[src/rtl/wb_slave_demux_pkg.sv]
// rtl/wb_slave_demux_pkg.sv - shared types and constants for the Wishbone slave demultiplexer
package wb_slave_demux_pkg;

  localparam int DATA_W = 32;
  localparam int PAGE_W = 20;
  localparam int MAX_SLV = 16;
  localparam logic [PAGE_W-1:0] DEF_BASE_PAGE = 20'h30001;

  typedef enum logic [1:0] {
    ST_IDLE   = 2'd0,
    ST_ACTIVE = 2'd1,
    ST_RESP   = 2'd2
  } state_t;

endpackage

[src/rtl/wb_slave_demux_timer.sv]
// rtl/wb_slave_demux_timer.sv - ack-wait cycle counter, used only with WB_SLAVE_DEMUX_TIMEOUT_EN
module wb_slave_demux_timer #(
  parameter int TO_CYC = 255
) (
  input  logic clk_i,
  input  logic rst_i,
  input  logic en_i,
  input  logic clr_i,
  output logic expired_o
);

  logic [15:0] cnt_q, cnt_d;

  assign expired_o = (cnt_q == 16'(TO_CYC));

  // Holds at TO_CYC so the count never wraps while the FSM reacts.
  always_comb begin
    cnt_d = cnt_q;
    if (clr_i) begin
      cnt_d = '0;
    end else if (en_i && !expired_o) begin
      cnt_d = cnt_q + 16'd1;
    end
  end

  always_ff @(posedge clk_i or posedge rst_i) begin
    if (rst_i) begin
      cnt_q <= '0;
    end else begin
      cnt_q <= cnt_d;
    end
  end

endmodule

[src/rtl/wb_slave_demux.sv]
// rtl/wb_slave_demux.sv - Wishbone classic page-decoding slave demux; WB_SLAVE_DEMUX_TIMEOUT_EN adds an ack timeout
module wb_slave_demux
  import wb_slave_demux_pkg::*;
#(
  parameter int                NSLV      = 5,
  parameter logic [PAGE_W-1:0] BASE_PAGE = DEF_BASE_PAGE,
  parameter int                TO_CYC    = 255
) (
  input  logic                   wb_clk_i,
  input  logic                   wb_rst_i,
  input  logic                   wbs_cyc_i,
  input  logic                   wbs_stb_i,
  input  logic                   wbs_we_i,
  input  logic [3:0]             wbs_sel_i,
  input  logic [31:0]            wbs_adr_i,
  input  logic [DATA_W-1:0]      wbs_dat_i,
  output logic                   wbs_ack_o,
  output logic                   wbs_err_o,
  output logic [DATA_W-1:0]      wbs_dat_o,
  output logic                   s_we_o,
  output logic [3:0]             s_sel_o,
  output logic [31:0]            s_adr_o,
  output logic [DATA_W-1:0]      s_dat_o,
  output logic [NSLV-1:0]        s_stb_o,
  input  logic [NSLV-1:0]        s_ack_i,
  input  logic [NSLV*DATA_W-1:0] s_dat_i,
  input  logic [NSLV-1:0]        s_irq_i,
  output logic                   irq_o
);

  localparam int PAD_W = MAX_SLV * DATA_W;
  localparam logic [PAGE_W-1:0] NSLV_P = PAGE_W'(NSLV);

  if (NSLV < 1 || NSLV > MAX_SLV || TO_CYC < 1 || TO_CYC > 65535) begin : g_param_check
    $error("wb_slave_demux: NSLV or TO_CYC out of range");
  end

  state_t              state_q, state_d;
  logic [3:0]          idx_q, idx_d;
  logic                ack_q, ack_d;
  logic                err_q, err_d;
  logic [DATA_W-1:0]   dat_q, dat_d;

  logic [PAGE_W-1:0]   page_off;
  logic                page_hit;
  logic [MAX_SLV-1:0]  ack_pad;
  logic [PAD_W-1:0]    dat_pad;
  logic [DATA_W-1:0]   sel_dat;
  logic                to_expired;

  assign s_we_o  = wbs_we_i;
  assign s_sel_o = wbs_sel_i;
  assign s_adr_o = wbs_adr_i;
  assign s_dat_o = wbs_dat_i;
  assign irq_o   = |s_irq_i;

  // An address below BASE_PAGE wraps to a large offset and misses.
  assign page_off = wbs_adr_i[31:12] - BASE_PAGE;
  assign page_hit = (page_off < NSLV_P);

  assign ack_pad = MAX_SLV'(s_ack_i);
  assign dat_pad = PAD_W'(s_dat_i);
  assign sel_dat = dat_pad[{idx_q, 5'd0} +: DATA_W];

  // Strobe is decoded from state so an async reset removes it immediately.
  assign s_stb_o = (state_q == ST_ACTIVE) ? NSLV'(16'd1 << idx_q) : '0;

  assign wbs_ack_o = ack_q;
  assign wbs_err_o = err_q;
  assign wbs_dat_o = dat_q;

`ifdef WB_SLAVE_DEMUX_TIMEOUT_EN
  wb_slave_demux_timer #(
    .TO_CYC (TO_CYC)
  ) u_timer (
    .clk_i     (wb_clk_i),
    .rst_i     (wb_rst_i),
    .en_i      (state_q == ST_ACTIVE),
    .clr_i     ((state_q == ST_IDLE) && (state_d == ST_ACTIVE)),
    .expired_o (to_expired)
  );
`else
  assign to_expired = 1'b0;
`endif

  always_comb begin
    state_d = state_q;
    idx_d   = idx_q;
    ack_d   = 1'b0;
    err_d   = 1'b0;
    dat_d   = dat_q;
    case (state_q)
      ST_IDLE: begin
        if (wbs_cyc_i && wbs_stb_i) begin
          if (page_hit) begin
            idx_d   = page_off[3:0];
            state_d = ST_ACTIVE;
          end else begin
            err_d   = 1'b1;
            dat_d   = '0;
            state_d = ST_RESP;
          end
        end
      end
      ST_ACTIVE: begin
        // Abort outranks a same-cycle ack or timeout.
        if (!wbs_cyc_i) begin
          state_d = ST_IDLE;
        end else if (ack_pad[idx_q]) begin
          ack_d   = 1'b1;
          dat_d   = wbs_we_i ? '0 : sel_dat;
          state_d = ST_RESP;
        end else if (to_expired) begin
          err_d   = 1'b1;
          dat_d   = '0;
          state_d = ST_RESP;
        end
      end
      ST_RESP: begin
        state_d = ST_IDLE;
      end
      default: begin
        state_d = ST_IDLE;
      end
    endcase
  end

  always_ff @(posedge wb_clk_i or posedge wb_rst_i) begin
    if (wb_rst_i) begin
      state_q <= ST_IDLE;
      idx_q   <= '0;
      ack_q   <= 1'b0;
      err_q   <= 1'b0;
      dat_q   <= '0;
    end else begin
      state_q <= state_d;
      idx_q   <= idx_d;
      ack_q   <= ack_d;
      err_q   <= err_d;
      dat_q   <= dat_d;
    end
  end

endmodule

[config.mk]
export PLATFORM = sky130hd
export DESIGN_NAME = wb_slave_demux
export DESIGN_NICKNAME = d
export VERILOG_FILES = /design/src/rtl/wb_slave_demux_pkg.sv /design/src/rtl/wb_slave_demux_timer.sv /design/src/rtl/wb_slave_demux.sv
export SDC_FILE = /design/constraint.sdc
export NUM_CORES = 1
export LEC_CHECK = 0
export CAP_MARGIN = 0
export CELL_PAD_IN_SITES_DETAIL_PLACEMENT = 0
export CELL_PAD_IN_SITES_GLOBAL_PLACEMENT = 1
export CORE_AREA = 2 2 136 138
export DETAILED_ROUTE_END_ITERATION = 10
export DIE_AREA = 0 0 138 140
export PLACE_DENSITY_LB_ADDON = 0.1
export REMOVE_ABC_BUFFERS = 1
export SLEW_MARGIN = 20
export SYNTH_ARGS = -nofsm -noshare
export SYNTH_HDL_FRONTEND = slang
export SYNTH_SLANG_ARGS = --single-unit
export TNS_END_PERCENT = 10
[constraint.sdc]
create_clock -name wb_clk_i -period 5.7 [get_ports wb_clk_i]
set_input_delay 0.855 -clock wb_clk_i [delete_from_list [all_inputs] [get_ports wb_clk_i]]
set_output_delay 0.855 -clock wb_clk_i [all_outputs]
set_load 0.02 [all_outputs]
==> Yosys cells after proc, flatten, opt, wreduce, memory -nomap -nowiden <==
Cells that the tools add are included.
{ "totals": {"elab_cells": 43, "input_bits": 243, "output_inout_bits": 109, "ff_bits": 40} }
{ "classes": {"shifts": 2, "order_cmp": 2, "reduce_logical": 7, "addsub": 1, "n_eq_ne": 6, "n_mux": 20} }
{ "ops": {"columns": ["op", "n"], "rows": [
  ["512-bit by 10-bit variable part select with 32-bit output", 1],
  ["32-bit 2-to-1 mux", 5],
  ["32-bit case mux with 2 select lines", 1],
  ["20-bit by 3-bit < comparator with 1-bit output (second input constant)", 1],
  ["20-bit by 18-bit subtractor with 20-bit output (second input constant)", 1],
  ["2-bit 2-to-1 mux", 4],
  ["1-bit 2-to-1 mux", 7],
  ["2-bit inequality test (second input constant)", 3],
  ["4-bit by 5-bit < comparator with 1-bit output (second input constant)", 1],
  ["5-bit 2-to-1 mux", 1],
  ["5-bit AND reduction", 1],
  ["5-bit OR reduction", 1],
  ["1-bit by 4-bit left shift with 5-bit output (first input constant)", 1],
  ["1-bit binary-select mux with 4-bit select", 1],
  ["2-bit case mux with 2 select lines", 1],
  ["3-bit by 2-bit inequality test with 1-bit output (second input constant)", 1],
  ["3-bit AND reduction", 1],
  ["2-bit by 1-bit equality test with 1-bit output (second input constant)", 1],
  ["2-bit zero test", 1],
  ["2-bit by 1-bit inequality test with 1-bit output (second input constant)", 1],
  ["2-bit AND reduction", 1],
  ["2-bit nonzero test", 1],
  ["1-bit logical AND", 1]
]} }

==> Longest topological paths before layout <==
Gate-level depths: netlist of run 1.
{ "logic_depth": {"ltp_word": 5, "ltp_mapped": 10, "depth_no_buf": 8} }

==> Least setup slack after synthesis of run 1 <==
OpenSTA, ideal clock, no wires.
{ "synth_path": {"path_type": "input to register", "start": "input wbs_adr_i[12]", "end": "register idx_q[0]", "stages": 8, "arrival_ns": 3.015, "setup_slack_ns": 2.560, "setup_time_ns": 0.125, "path_buffers": 1, "path_cell_list": "inv_1 -> ha_1 -> buf_4 -> or4b_2 -> or3_4 -> a32oi_4 -> nand4_2 -> mux2_4"} }
{ "synth_via": {"elab_chain_len": 3} }
{ "synth_rtl": {"columns": ["element", "line", "rtl"], "rows": [
  ["start: declaration", "wb_slave_demux.sv:15", "input logic [31:0] wbs_adr_i,"],
  ["20-bit by 18-bit subtractor with 20-bit output (*)", "wb_slave_demux.sv:58", "assign page_off = wbs_adr_i[31:12] - BASE_PAGE;"],
  ["20-bit by 3-bit < comparator with 1-bit output", "wb_slave_demux.sv:59", "assign page_hit = (page_off < NSLV_P);"],
  ["3-bit AND reduction (no line)", null, null],
  ["end signal: assignment", "wb_slave_demux.sv:137", "idx_q <= idx_d;"],
  ["end: declaration", "wb_slave_demux.sv:39", "logic [3:0] idx_q, idx_d;"]
]} }
Mark *: on every way between the ends. The rest lies on a longest branch, timed or not.
A chain may end at the register's enable or synchronous reset.

==> Worst setup path after layout of run 1 <==
{ "layout_path": {"start": "input wbs_adr_i[12]", "end": "register err_q, in the netlist wbs_err_o"} }
{ "layout_via": {"elab_chain_len": 5} }
{ "layout_rtl": {"columns": ["element", "line", "rtl"], "rows": [
  ["20-bit by 18-bit subtractor with 20-bit output", "wb_slave_demux.sv:58", null],
  ["via page_off[0]", "wb_slave_demux.sv:44", "logic [PAGE_W-1:0] page_off;"],
  ["20-bit by 3-bit < comparator with 1-bit output", "wb_slave_demux.sv:59", null],
  ["1-bit 2-to-1 mux", "wb_slave_demux.sv:95", "if (page_hit) begin"],
  ["1-bit 2-to-1 mux", "wb_slave_demux.sv:94", "if (wbs_cyc_i && wbs_stb_i) begin"],
  ["1-bit 2-to-1 mux", null, null],
  ["via err_d", "wb_slave_demux.sv:41", "logic err_q, err_d;"],
  ["end signal: assignment", "wb_slave_demux.sv:139", "err_q <= err_d;"],
  ["end: declaration", "wb_slave_demux.sv:41", null]
]} }
The timed path passes the listed nets, and every way through them passes these cells.

==> results of run 1 <==
-- cell usage after synthesis (2+ instances only) --
master    instances
nor4_1            8
buf_2             4
or3_4             2
o21bai_1          2
nor3b_1           4
nor3_1            4
a21oi_2          14
and3_1            4
nand2_1           6
inv_1             6
nand3_1           2
buf_4            72
nand4_1           3
or4_1             3
nand2b_1          2
o31ai_1           2
o21ai_0           6
buf_1             2
mux2i_1          35
dfrtp_1          40
a22oi_1          33
mux4_2           33
ha_1              2
xor2_1            2
nor2_1           40
clkbuf_1         16
a21oi_1          20
or3_1             2
buf_6             5
-- stage by stage --
step	util (%)	setup TNS, ps	hold slack (ps)	power [mW]	cells
6_report	35.82	0	548.8	0.7990	796
5_1_grt	35.82	0	574.8	0.8396	796
4_1_cts	35.82	0	547.8	0.8137	796
3_5_place_dp	34.98	0	539.7	0.5177	788
3_3_place_gp	34.98	0	531.3	0.5151	788
2_1_floorplan	-	-97490	477.0	0.3344	298
-- worst min-delay path: cells and delay by family, from the launching register on --
family         cells  cell delay, ps
multiplexers       1              80
AO/OA/AOI/OAI      1             100
flip-flops         1             340
-- worst min path at each step --
stage | start | endpoint | slack [ps] | cells past startpoint
4_1_cts | state_q[1] | state_q[0] | 550 | 1
3_5_place_dp | state_q[1] | state_q[0] | 540 | 1
3_3_place_gp | state_q[1] | state_q[0] | 530 | 1
6_report | wbs_dat_o[27] | wbs_dat_o[27] | 550 | 2
5_1_grt | wbs_dat_o[31] | wbs_dat_o[31] | 570 | 2
2_1_floorplan | state_q[1] | state_q[0] | 480 | 1
-- layout make-up --
type                            instances  area (sq um)  area share, %
Clock buffer                            7         142.6          2.240
Sequential cell                        40          1003          15.76
Tap cell                              229         286.5          4.499
Clock inverter                          1         7.507         0.1179
Multi-Input combinational cell        251          2305          36.19
Timing Repair Buffer                  261          2597          40.79
Inverter                                7         26.28         0.4126
-- kinds of logic after synthesis --
kind of cell | count (synthesis)
compound gates | 85
xor+xnor | 3
fa+ha+maj | 2
buf+inv | 106
flops | 40
mux | 69
simple gates | 92
-- where the power goes --
part           internal, mW  total [mW]  switching [mW]
combinational         0.155       0.225          0.0704
sequential            0.285       0.285        0.000631
clock                 0.174       0.288           0.114
total                 0.614       0.799           0.185
-- state kept, by name (all words and copies together) (netlist names) --
register,cells
idx_q,4
wbs_err_o,1
state_q,2
wbs_ack_o,1
wbs_dat_o,32
-- layer usage --
metal,vias to the layer above,track usage [%]
met5,-,5.764
met4,4,3.169
met3,13,10.63
met2,249,25.25
met1,1857,20.82
li1,1759,-
==> impl_metrics.env, run 1 <==
export IMPL_htreeDepth=2
export IMPL_r2r_end="wbs_dat_o[26]"
export IMPL_maxCapViolCount=0
export IMPL_p_leak_nw=2.264
export IMPL_nFillCells=1823
export IMPL_place_area_sq_um=6218
export IMPL_critPathLaunch="wbs_adr_i[12]"
export IMPL_yosys_area_share_adder_pct=0.6256
export IMPL_cts_tree="built"
export IMPL_gp_congestion=0.7905
export IMPL_cp_max_fo=34
export IMPL_insertedDiodeCount=0
export IMPL_area_delta_synth_final_pct=59.21
export IMPL_grt_max_degree=41
export IMPL_synth_cells=397
export IMPL_antenna_found_initial=0
export IMPL_cts_setup_buffers=0
export IMPL_ant_nets=0
export IMPL_ir_drop_mv=0.1059
export IMPL_yosysTopAreaCell="dfrtp_1"
export IMPL_post_route_period_util_pct=71.31
export IMPL_routed_wirelength_um=16990
export IMPL_syn_avg_cell_area_sq_um=10.08
export IMPL_first_iter_violations=154
export IMPL_ys_types=52
export IMPL_core_area_sq_um=17780
export IMPL_path_class="input pin to flip-flop"
export IMPL_vias_per_cell=4.877
export IMPL_cp_depth=8
export IMPL_cts_sinks=40
export IMPL_cts_resized_gates=0
export IMPL_ys_async_sr_fraction_pct=100.0
export IMPL_track_usage_pct=17.06
export IMPL_hold_class="flip-flop to flip-flop"
export IMPL_drc=0
export IMPL_mostFrequentLayoutCells="clkdlybuf4s50_1 (255), nor2_1 (40), dfrtp_1 (38)"
export IMPL_layout_drive_gt1_share_pct=13.76
export IMPL_skew_ps=2.286
export IMPL_fin_crit_ps=4065
export IMPL_finish_instance_area_sq_um=6369
export IMPL_status="finished, final reports clean"
export IMPL_cpPeakStageDelay_ps=690
export IMPL_power_density_nw_per_um2=125.5
export IMPL_maxSlewHeadroom_pct=34.70
export IMPL_grt_ovfl_total=0
export IMPL_clock_root_buffer="clkbuf_16"
export IMPL_initial_core_util_pct=22.50
export IMPL_synth_xor_area_share_pct=0.6569
export IMPL_timing_final_ws_setup_ps=1635
export IMPL_synthMuxAreaShare_pct=27.71
export IMPL_seq_area_frac_synth_pct=25.02
export IMPL_tightestPinTransition_ps=979.5
export IMPL_worstPathRequired_ps=5860
export IMPL_routed_top_layer="met5"
export IMPL_synth_seq_cells=40
export IMPL_vias=3882
export IMPL_first_global_vias=4147
export IMPL_syn_area_sq_um=4000
export IMPL_synth_top_family_by_area="multiplexers"
export IMPL_path_buf_inv=2
export IMPL_synth_warnings=0
export IMPL_cp_slowest_cell="or4b_2"
export IMPL_synth_simple_gate_area_share_pct=12.86
export IMPL_dp_slack_ps=1262
export IMPL_wl_met2_um=7396
export IMPL_path_cells="clkdlybuf4s50_1, inv_1, ha_1, or4b_2, or3_4, a32oi_4, nand4_4, and2_1"
export IMPL_cts_clk_slew_worst_paths_ps=60
export IMPL_synthFlopType="dfrtp_1"
export IMPL_r2r_start="idx_q[1]"
export IMPL_critPathTopFamily="simple AND/OR/NAND/NOR gates"
export IMPL_wl_met3_um=2285
export IMPL_firstDrtPassIters=4
export IMPL_synth_area_leaders="dfrtp_1 (25%), mux4_2 (19%), buf_4 (14%), mux2i_1 (8.8%), a22oi_1 (6.2%)"
export IMPL_r2r_cells=7
export IMPL_cts_buffers=5
export IMPL_start_kind="input pin"
export IMPL_layout_commonest_cell="clkdlybuf4s50_1"
export IMPL_dp_hpwl_um=13060
export IMPL_die_width_um=138
export IMPL_hold_violations=0
export IMPL_insertion_delay_ps=280
export IMPL_rsz0062_at_grt="false"
export IMPL_synth_top_cell_area_share_pct=25.02
export IMPL_max_freq_mhz=246.0
export IMPL_nets=811
export IMPL_grt_pass1_wl_um=25650
export IMPL_dieHeight_um=140
export IMPL_cts_hold_buf=0
export IMPL_synth_compound_area_share_pct=15.36
export IMPL_numPortBuffers=255
export IMPL_synth_edff_count=0
export IMPL_wire_per_inst_um=21.34
export IMPL_core_rowCount=49
export IMPL_finalSetupViolCount=0
export IMPL_arrival_ps=4230
export IMPL_reg2reg_slack_ps=2770
export IMPL_endpoint="wbs_err_o"
export IMPL_clockBufferDepth=2
export IMPL_met1_length_um=6966
export IMPL_ios=352
export IMPL_crit_path_end_kind="flip-flop"
export IMPL_die_area_sq_um=19320
export IMPL_slew_viol_final=0
Power figures use the tool's default switching activity.
==> run 2, diff against run 1 <==
--- a/config.mk
+++ b/config.mk
@@ -8,9 +8,8 @@
 export CAP_MARGIN = 0
 export CELL_PAD_IN_SITES_DETAIL_PLACEMENT = 0
 export CELL_PAD_IN_SITES_GLOBAL_PLACEMENT = 1
-export CORE_AREA = 2 2 136 138
+export CORE_UTILIZATION = 22
 export DETAILED_ROUTE_END_ITERATION = 10
-export DIE_AREA = 0 0 138 140
 export PLACE_DENSITY_LB_ADDON = 0.1
 export REMOVE_ABC_BUFFERS = 1
 export SLEW_MARGIN = 20
==> constraint.sdc (replaced) <==
create_clock -name wb_clk_i -period 3.9 [get_ports wb_clk_i]
set_input_delay 0.585 -clock wb_clk_i [delete_from_list [all_inputs] [get_ports wb_clk_i]]
set_output_delay 0.585 -clock wb_clk_i [all_outputs]
set_load 0.02 [all_outputs]
==> run 2 against run 1 <==
Net effect: global-route usage increased by 0.22 points; hold slack improved by 0.60 ps; largest cell class unchanged; critical endpoint is now idx_q[0]; critical path depth unchanged; non-clock buffer count increased by 8.
==> impl_metrics.env, run 2 (synthesis results as in run 1) <==
export IMPL_cp_slowest_cell="or4b_2"
export IMPL_grt_pass1_wl_um=23850
export IMPL_largest_reg_flops=32
export IMPL_layout_commonest_cell="clkdlybuf4s50_1"
export IMPL_initial_core_util_pct=22.81
export IMPL_path_buf_inv=2
export IMPL_hold_violations=0
export IMPL_maxSlewHeadroom_pct=42.93
export IMPL_clockBufferDepth=2
export IMPL_worstPathRequired_ps=4060
export IMPL_first_iter_violations=131
export IMPL_dp_hpwl_um=13430
export IMPL_cpPeakStageDelay_ps=660
export IMPL_skew_ps=4.898
export IMPL_cts_hold_buf=0
export IMPL_power_density_nw_per_um2=192.4
export IMPL_fin_crit_ps=3201
export IMPL_antenna_found_initial=0
export IMPL_rsz0062_at_grt="false"
export IMPL_insertedDiodeCount=0
export IMPL_grt_max_degree=41
export IMPL_cts_resized_gates=0
export IMPL_critPathTopFamily="simple AND/OR/NAND/NOR gates"
export IMPL_grt_ovfl_total=0
export IMPL_layout_drive_gt1_share_pct=15.13
export IMPL_start_kind="input pin"
export IMPL_area_delta_synth_final_pct=61.40
export IMPL_fin_util_pct=36.82
export IMPL_cts_buffers=5
export IMPL_insertion_delay_ps=280
export IMPL_slew_viol_final=0
export IMPL_routed_wirelength_um=16950
export IMPL_cts_tree="built"
export IMPL_holdWs_ps=549.4
export IMPL_die_area_sq_um=18730
export IMPL_firstDrtPassIters=4
export IMPL_clock_root_buffer="clkbuf_16"
export IMPL_ios=352
export IMPL_p_leak_nw=2.322
export IMPL_gp_congestion=0.7549
export IMPL_first_global_vias=3965
export IMPL_cp_max_fo=7
export IMPL_max_freq_mhz=312.4
export IMPL_mostFrequentLayoutCells="clkdlybuf4s50_1 (255), nor2_1 (40), dfrtp_1 (38)"
export IMPL_vias_per_cell=4.784
export IMPL_crit_path_end_kind="flip-flop"
export IMPL_status="finished, final reports clean"
export IMPL_tightestPinTransition_ps=854.8
export IMPL_dieHeight_um=136.8
export IMPL_drc=0
export IMPL_cts_sinks=40
export IMPL_numPortBuffers=255
export IMPL_vias=3827
export IMPL_maxCapViolCount=0
export IMPL_core_area_sq_um=17540
export IMPL_ant_nets=0
export IMPL_finalSetupViolCount=0
export IMPL_ir_drop_mv=0.1197
export IMPL_post_route_period_util_pct=82.08
export IMPL_cts_setup_buffers=0
export IMPL_arrival_ps=3360
export IMPL_htreeDepth=2
export IMPL_cts_clk_slew_worst_paths_ps=60
export IMPL_track_usage_pct=17.28
export IMPL_finalSetupTns_ps=0
export IMPL_nets=819
export IMPL_wire_per_inst_um=21.18
export IMPL_path_cells="clkdlybuf4s50_1, inv_1, ha_1, or4b_2, or3_4, a32oi_4, nand4_2, mux2_4"
export IMPL_core_rowCount=48
export IMPL_die_width_um=136.8
export IMPL_hold_class="flip-flop to flip-flop"
export IMPL_path_class="input pin to flip-flop"
-- run 2: changes by cell type in the layout (fill, tap and decap cells not counted) --
cell | previous run | this run
clkbuf_1 | 1 | 0
clkbuf_8 | 1 | 2
clkinvlp_4 | 1 | 0
bufinv_16 | 0 | 1
buf_4 | 6 | 14
-- run 2: final timing paths --
kind / start / end / slack (ps) / cells past startpoint
min reg2reg: wbs_dat_o[4] / wbs_dat_o[4] / 550 / 2
min: wbs_dat_o[4] / wbs_dat_o[4] / 550 / 2
min in group asynchronous: wb_rst_i / wbs_dat_o[0] / 820 / 2
max in group asynchronous: wb_rst_i / idx_q[0] / 2500 / 2
max: wbs_adr_i[13] / idx_q[0] / 700 / 8
max reg2reg: idx_q[0] / wbs_dat_o[3] / 1230 / 6
-- run 2: cell type report --
| cell class | count | area [sq um] |
|---|---|---|
| fillers | 1731 | 11080 |
| repair buffers | 269 | 2658 |
| multi-input cells | 251 | 2305 |
| flip-flops and latches | 40 | 1003 |
| well taps | 225 | 281.5 |
| clock buffers | 7 | 152.6 |
| clock inverters | 1 | 30.03 |
| inverters | 7 | 26.28 |
-- run 2: power breakdown --
part | internal [mW] | total [mW] | leakage, nW | switching (mW)
clock network | 0.337 | 0.492 | 0.0901 | 0.156
logic | 0.228 | 0.333 | 1.69 | 0.104
registers | 0.416 | 0.417 | 0.545 | 0.00101
-- run 2: per-layer routing --
layer,GRT usage [%],routed length (um),up-vias
met2,26.59,7486,217
met4,2.747,101,2
met3,9.148,2219,8
met1,21.21,7089,1825
li1,-,-,1775
met5,4.722,50,-
-- run 2: worst register-to-register path: stages, from the launching register on --
cell	delay, ps
dfrtp_2	620
nor3_2	630
a22oi_1	240
nor4_2	340
buf_4	370
mux2i_1	270
a21oi_1	60
-- run 2: per-stage QoR --
| stage | worst slack, ps | std cells | total power [mW] | cell area (sq um) |
|---|---|---|---|---|
| floorplan | -4696 | 298 | 0.4888 | 3316 |
| global placement | 445.8 | 792 | 0.7567 | 6274 |
| detailed placement | 399.4 | 792 | 0.7589 | 6274 |
| CTS | 698.3 | 800 | 1.261 | 6456 |
| global route | 556.7 | 800 | 1.299 | 6456 |
| finish | 699.0 | 800 | 1.242 | 6456 |
==> run 3, diff against run 2 <==
--- a/config.mk
+++ b/config.mk
@@ -8,7 +8,7 @@
 export CAP_MARGIN = 0
 export CELL_PAD_IN_SITES_DETAIL_PLACEMENT = 0
 export CELL_PAD_IN_SITES_GLOBAL_PLACEMENT = 1
-export CORE_UTILIZATION = 22
+export CORE_UTILIZATION = 20
 export DETAILED_ROUTE_END_ITERATION = 10
 export PLACE_DENSITY_LB_ADDON = 0.1
 export REMOVE_ABC_BUFFERS = 1
==> constraint.sdc (replaced) <==
create_clock -name wb_clk_i -period 2.7 [get_ports wb_clk_i]
set_input_delay 0.405 -clock wb_clk_i [delete_from_list [all_inputs] [get_ports wb_clk_i]]
set_output_delay 0.405 -clock wb_clk_i [all_outputs]
set_load 0.02 [all_outputs]
==> run 3 against run 2 <==
Net effect: flip-flop and latch count is the same; sequential share of layout area shrank 1.2 points; die area grew 9.8%; wire length grew 8.1%; power grew 51%; hold slack lost 1.5 ps; worst setup slack lost 640 ps; clock-buffer cell count shrank 2; sequential power grew 45%; critical path depth grew 1; via count grew 4.2%; first-iteration DRC count shrank 14%; critical path type unchanged; largest cell class unchanged.
==> impl_metrics.env, run 3 (synthesis results as in run 1) <==
export IMPL_crit_path_end_kind="flip-flop"
export IMPL_cpPeakStageDelay_ps=550
export IMPL_fin_cells=882
export IMPL_gp_congestion=0.7830
export IMPL_hold_violations=0
export IMPL_cts_clk_slew_worst_paths_ps=60
export IMPL_area_delta_synth_final_pct=75.38
export IMPL_htreeDepth=2
export IMPL_firstDrtPassIters=4
export IMPL_critPathTopFamily="simple AND/OR/NAND/NOR gates"
export IMPL_maxCapViolCount=0
export IMPL_hold_depth=2
export IMPL_reg2reg_slack_ps=540
export IMPL_holdPathEnd="wbs_dat_o[6]"
export IMPL_clock_root_buffer="clkbuf_16"
export IMPL_start_kind="input pin"
export IMPL_ir_drop_mv=0.2091
export IMPL_tightestPinTransition_ps=861.8
export IMPL_arrival_ps=2820
export IMPL_clkPwrFrac_pct=40.1
export IMPL_track_usage_pct=17.05
export IMPL_insertion_delay_ps=280
export IMPL_clockBufferDepth=2
export IMPL_wire_per_inst_um=20.77
export IMPL_path_class="input pin to flip-flop"
export IMPL_numPortBuffers=255
export IMPL_comb_power_share_pct=27.7
export IMPL_ios=352
export IMPL_path_cells="dlygate4sd2_1, or3_4, or4_4, or3_4, a32oi_4, nand4_4, buf_12, buf_12, a21o_1"
export IMPL_mostFrequentLayoutCells="clkdlybuf4s50_1 (243), buf_4 (45), nor2_1 (40)"
export IMPL_placed_cells=867
export IMPL_r2r_end="wbs_dat_o[29]"
export IMPL_grt_pass1_wl_um=25720
export IMPL_p_sw_share_pct=20.94
export IMPL_largest_reg_flops=32
export IMPL_first_global_vias=4180
export IMPL_pwr_share_seq_pct=32.2
export IMPL_p_leak_nw=2.594
export IMPL_r2r_cells=6
export IMPL_initial_core_util_pct=20.49
export IMPL_cts_tree="built"
export IMPL_dp_slack_ps=-429.7
export IMPL_cts_sinks=40
export IMPL_fin_crit_ps=2641
export IMPL_power_internal_mw=1.480
export IMPL_r2r_start="idx_q[0]"
export IMPL_first_iter_violations=113
export IMPL_min_delay_start="wbs_dat_o[6]"
export IMPL_antenna_found_initial=1
export IMPL_finalSetupViolCount=0
export IMPL_power_density_nw_per_um2=266.9
export IMPL_power_mw=1.872
export IMPL_p_switching_uw=392.2
export IMPL_max_freq_mhz=378.6
export IMPL_dp_hpwl_um=14660
export IMPL_die_width_um=143.4
export IMPL_path_buf_inv=3
export IMPL_core_area_sq_um=19530
export IMPL_layout_commonest_cell="clkdlybuf4s50_1"
export IMPL_layout_drive_gt1_share_pct=23.05
export IMPL_post_route_period_util_pct=97.82
export IMPL_routed_wirelength_um=18320
export IMPL_nets=861
export IMPL_slew_viol_final=0
export IMPL_core_rowCount=51
export IMPL_maxSlewHeadroom_pct=42.46
export IMPL_vias=3986
export IMPL_cp_max_fo=7
export IMPL_grt_max_degree=41
export IMPL_grt_ovfl_total=0
export IMPL_status="finished, final reports clean"
export IMPL_holdWs_ps=547.9
export IMPL_die_area_sq_um=20570
export IMPL_worstPathRequired_ps=2870
export IMPL_dieHeight_um=143.4
export IMPL_cp_slowest_cell="or4_4"
export IMPL_cts_buffers=5
export IMPL_fin_util_pct=35.93
export IMPL_cts_hold_buf=0
export IMPL_hold_class="flip-flop to flip-flop"
export IMPL_timing_final_ws_setup_ps=58.82
export IMPL_ant_nets=0
export IMPL_skew_ps=8.264
export IMPL_drc=0
export IMPL_vias_per_cell=4.519
==> run 3: cell count changes in the layout (fill, tap and decap cells not counted), moves of 3 or more <==
cell,previous run,this run
buf_6,0,3
clkdlybuf4s50_1,255,243
buf_4,14,45
buf_12,0,5
dlygate4sd2_1,0,8
==> run 3: metrics by stage <==
step,TNS [ps],instance area (sq um)
6_report,0,7015
5_1_grt,-3.088,7013
4_1_cts,0,6939
3_5_place_dp,-14170,6636
3_3_place_gp,-14310,6636
2_1_floorplan,-206390,3316
==> run 3: tightest hold or removal path, cell delays in order (launching register included) <==
cell and delay, ps:
dfrtp_1 330, mux2i_1 80, a21oi_2 100
==> run 3: worst max-delay path by stage <==
| stage | from | to | slack (ps) | depth (start not counted) |
|---|---|---|---|---|
| after floorplan | idx_q[0] | wbs_dat_o[0] | -5900 | 5 |
| after CTS | wbs_adr_i[13] | state_q[1] | 1 | 11 |
| after global placement | wbs_adr_i[25] | wbs_err_o | -440 | 8 |
| after global routing | wbs_adr_i[20] | state_q[1] | -3 | 9 |
| after detailed placement | wbs_adr_i[25] | wbs_err_o | -430 | 8 |
| final | wbs_adr_i[20] | state_q[1] | 60 | 9 |
==> run 3: power by group through the flow <==
stage / registers [mW] / logic (mW) / clock network (mW)
after CTS: 0.603 / 0.524 / 0.771
after global routing: 0.602 / 0.554 / 0.794
after detailed placement: 0.614 / 0.518 / 0
after floorplan: 0.614 / 0.0920 / 0
after global placement: 0.613 / 0.515 / 0
final: 0.603 / 0.518 / 0.751
==> run 3: metal layers <==
| layer | GRT usage (%) | up-vias | wire (um) |
|---|---|---|---|
| met5 | 7.769 | - | 171 |
| met4 | 3.135 | 6 | 197 |
| met1 | 19.71 | 1861 | 7360 |
| li1 | - | 1870 | - |
| met3 | 10.70 | 16 | 2558 |
| met2 | 25.91 | 233 | 8032 |
==> run 3: final cells by class <==
cell class | instances | area, sq um
inverter | 7 | 26.28
tap | 265 | 331.6
clock buffer | 5 | 125.1
clock inverter | 2 | 60.06
timing repair buffer | 311 | 3087
multi-input combinational | 251 | 2380
antenna | 1 | 2.502
sequential | 40 | 1003
fill | 2053 | 12510
==> run 3: timing repair <==
| item | CTS | global route |
|---|---|---|
| gates cloned | 2 | 1 |
| endpoints found under the setup margin | 38 | 26 |
| resized for setup | 34 | 7 |
| hold endpoints to repair | 0 | 0 |
| pin swaps | 12 | 4 |
| buffers inserted | 3 | 1 |
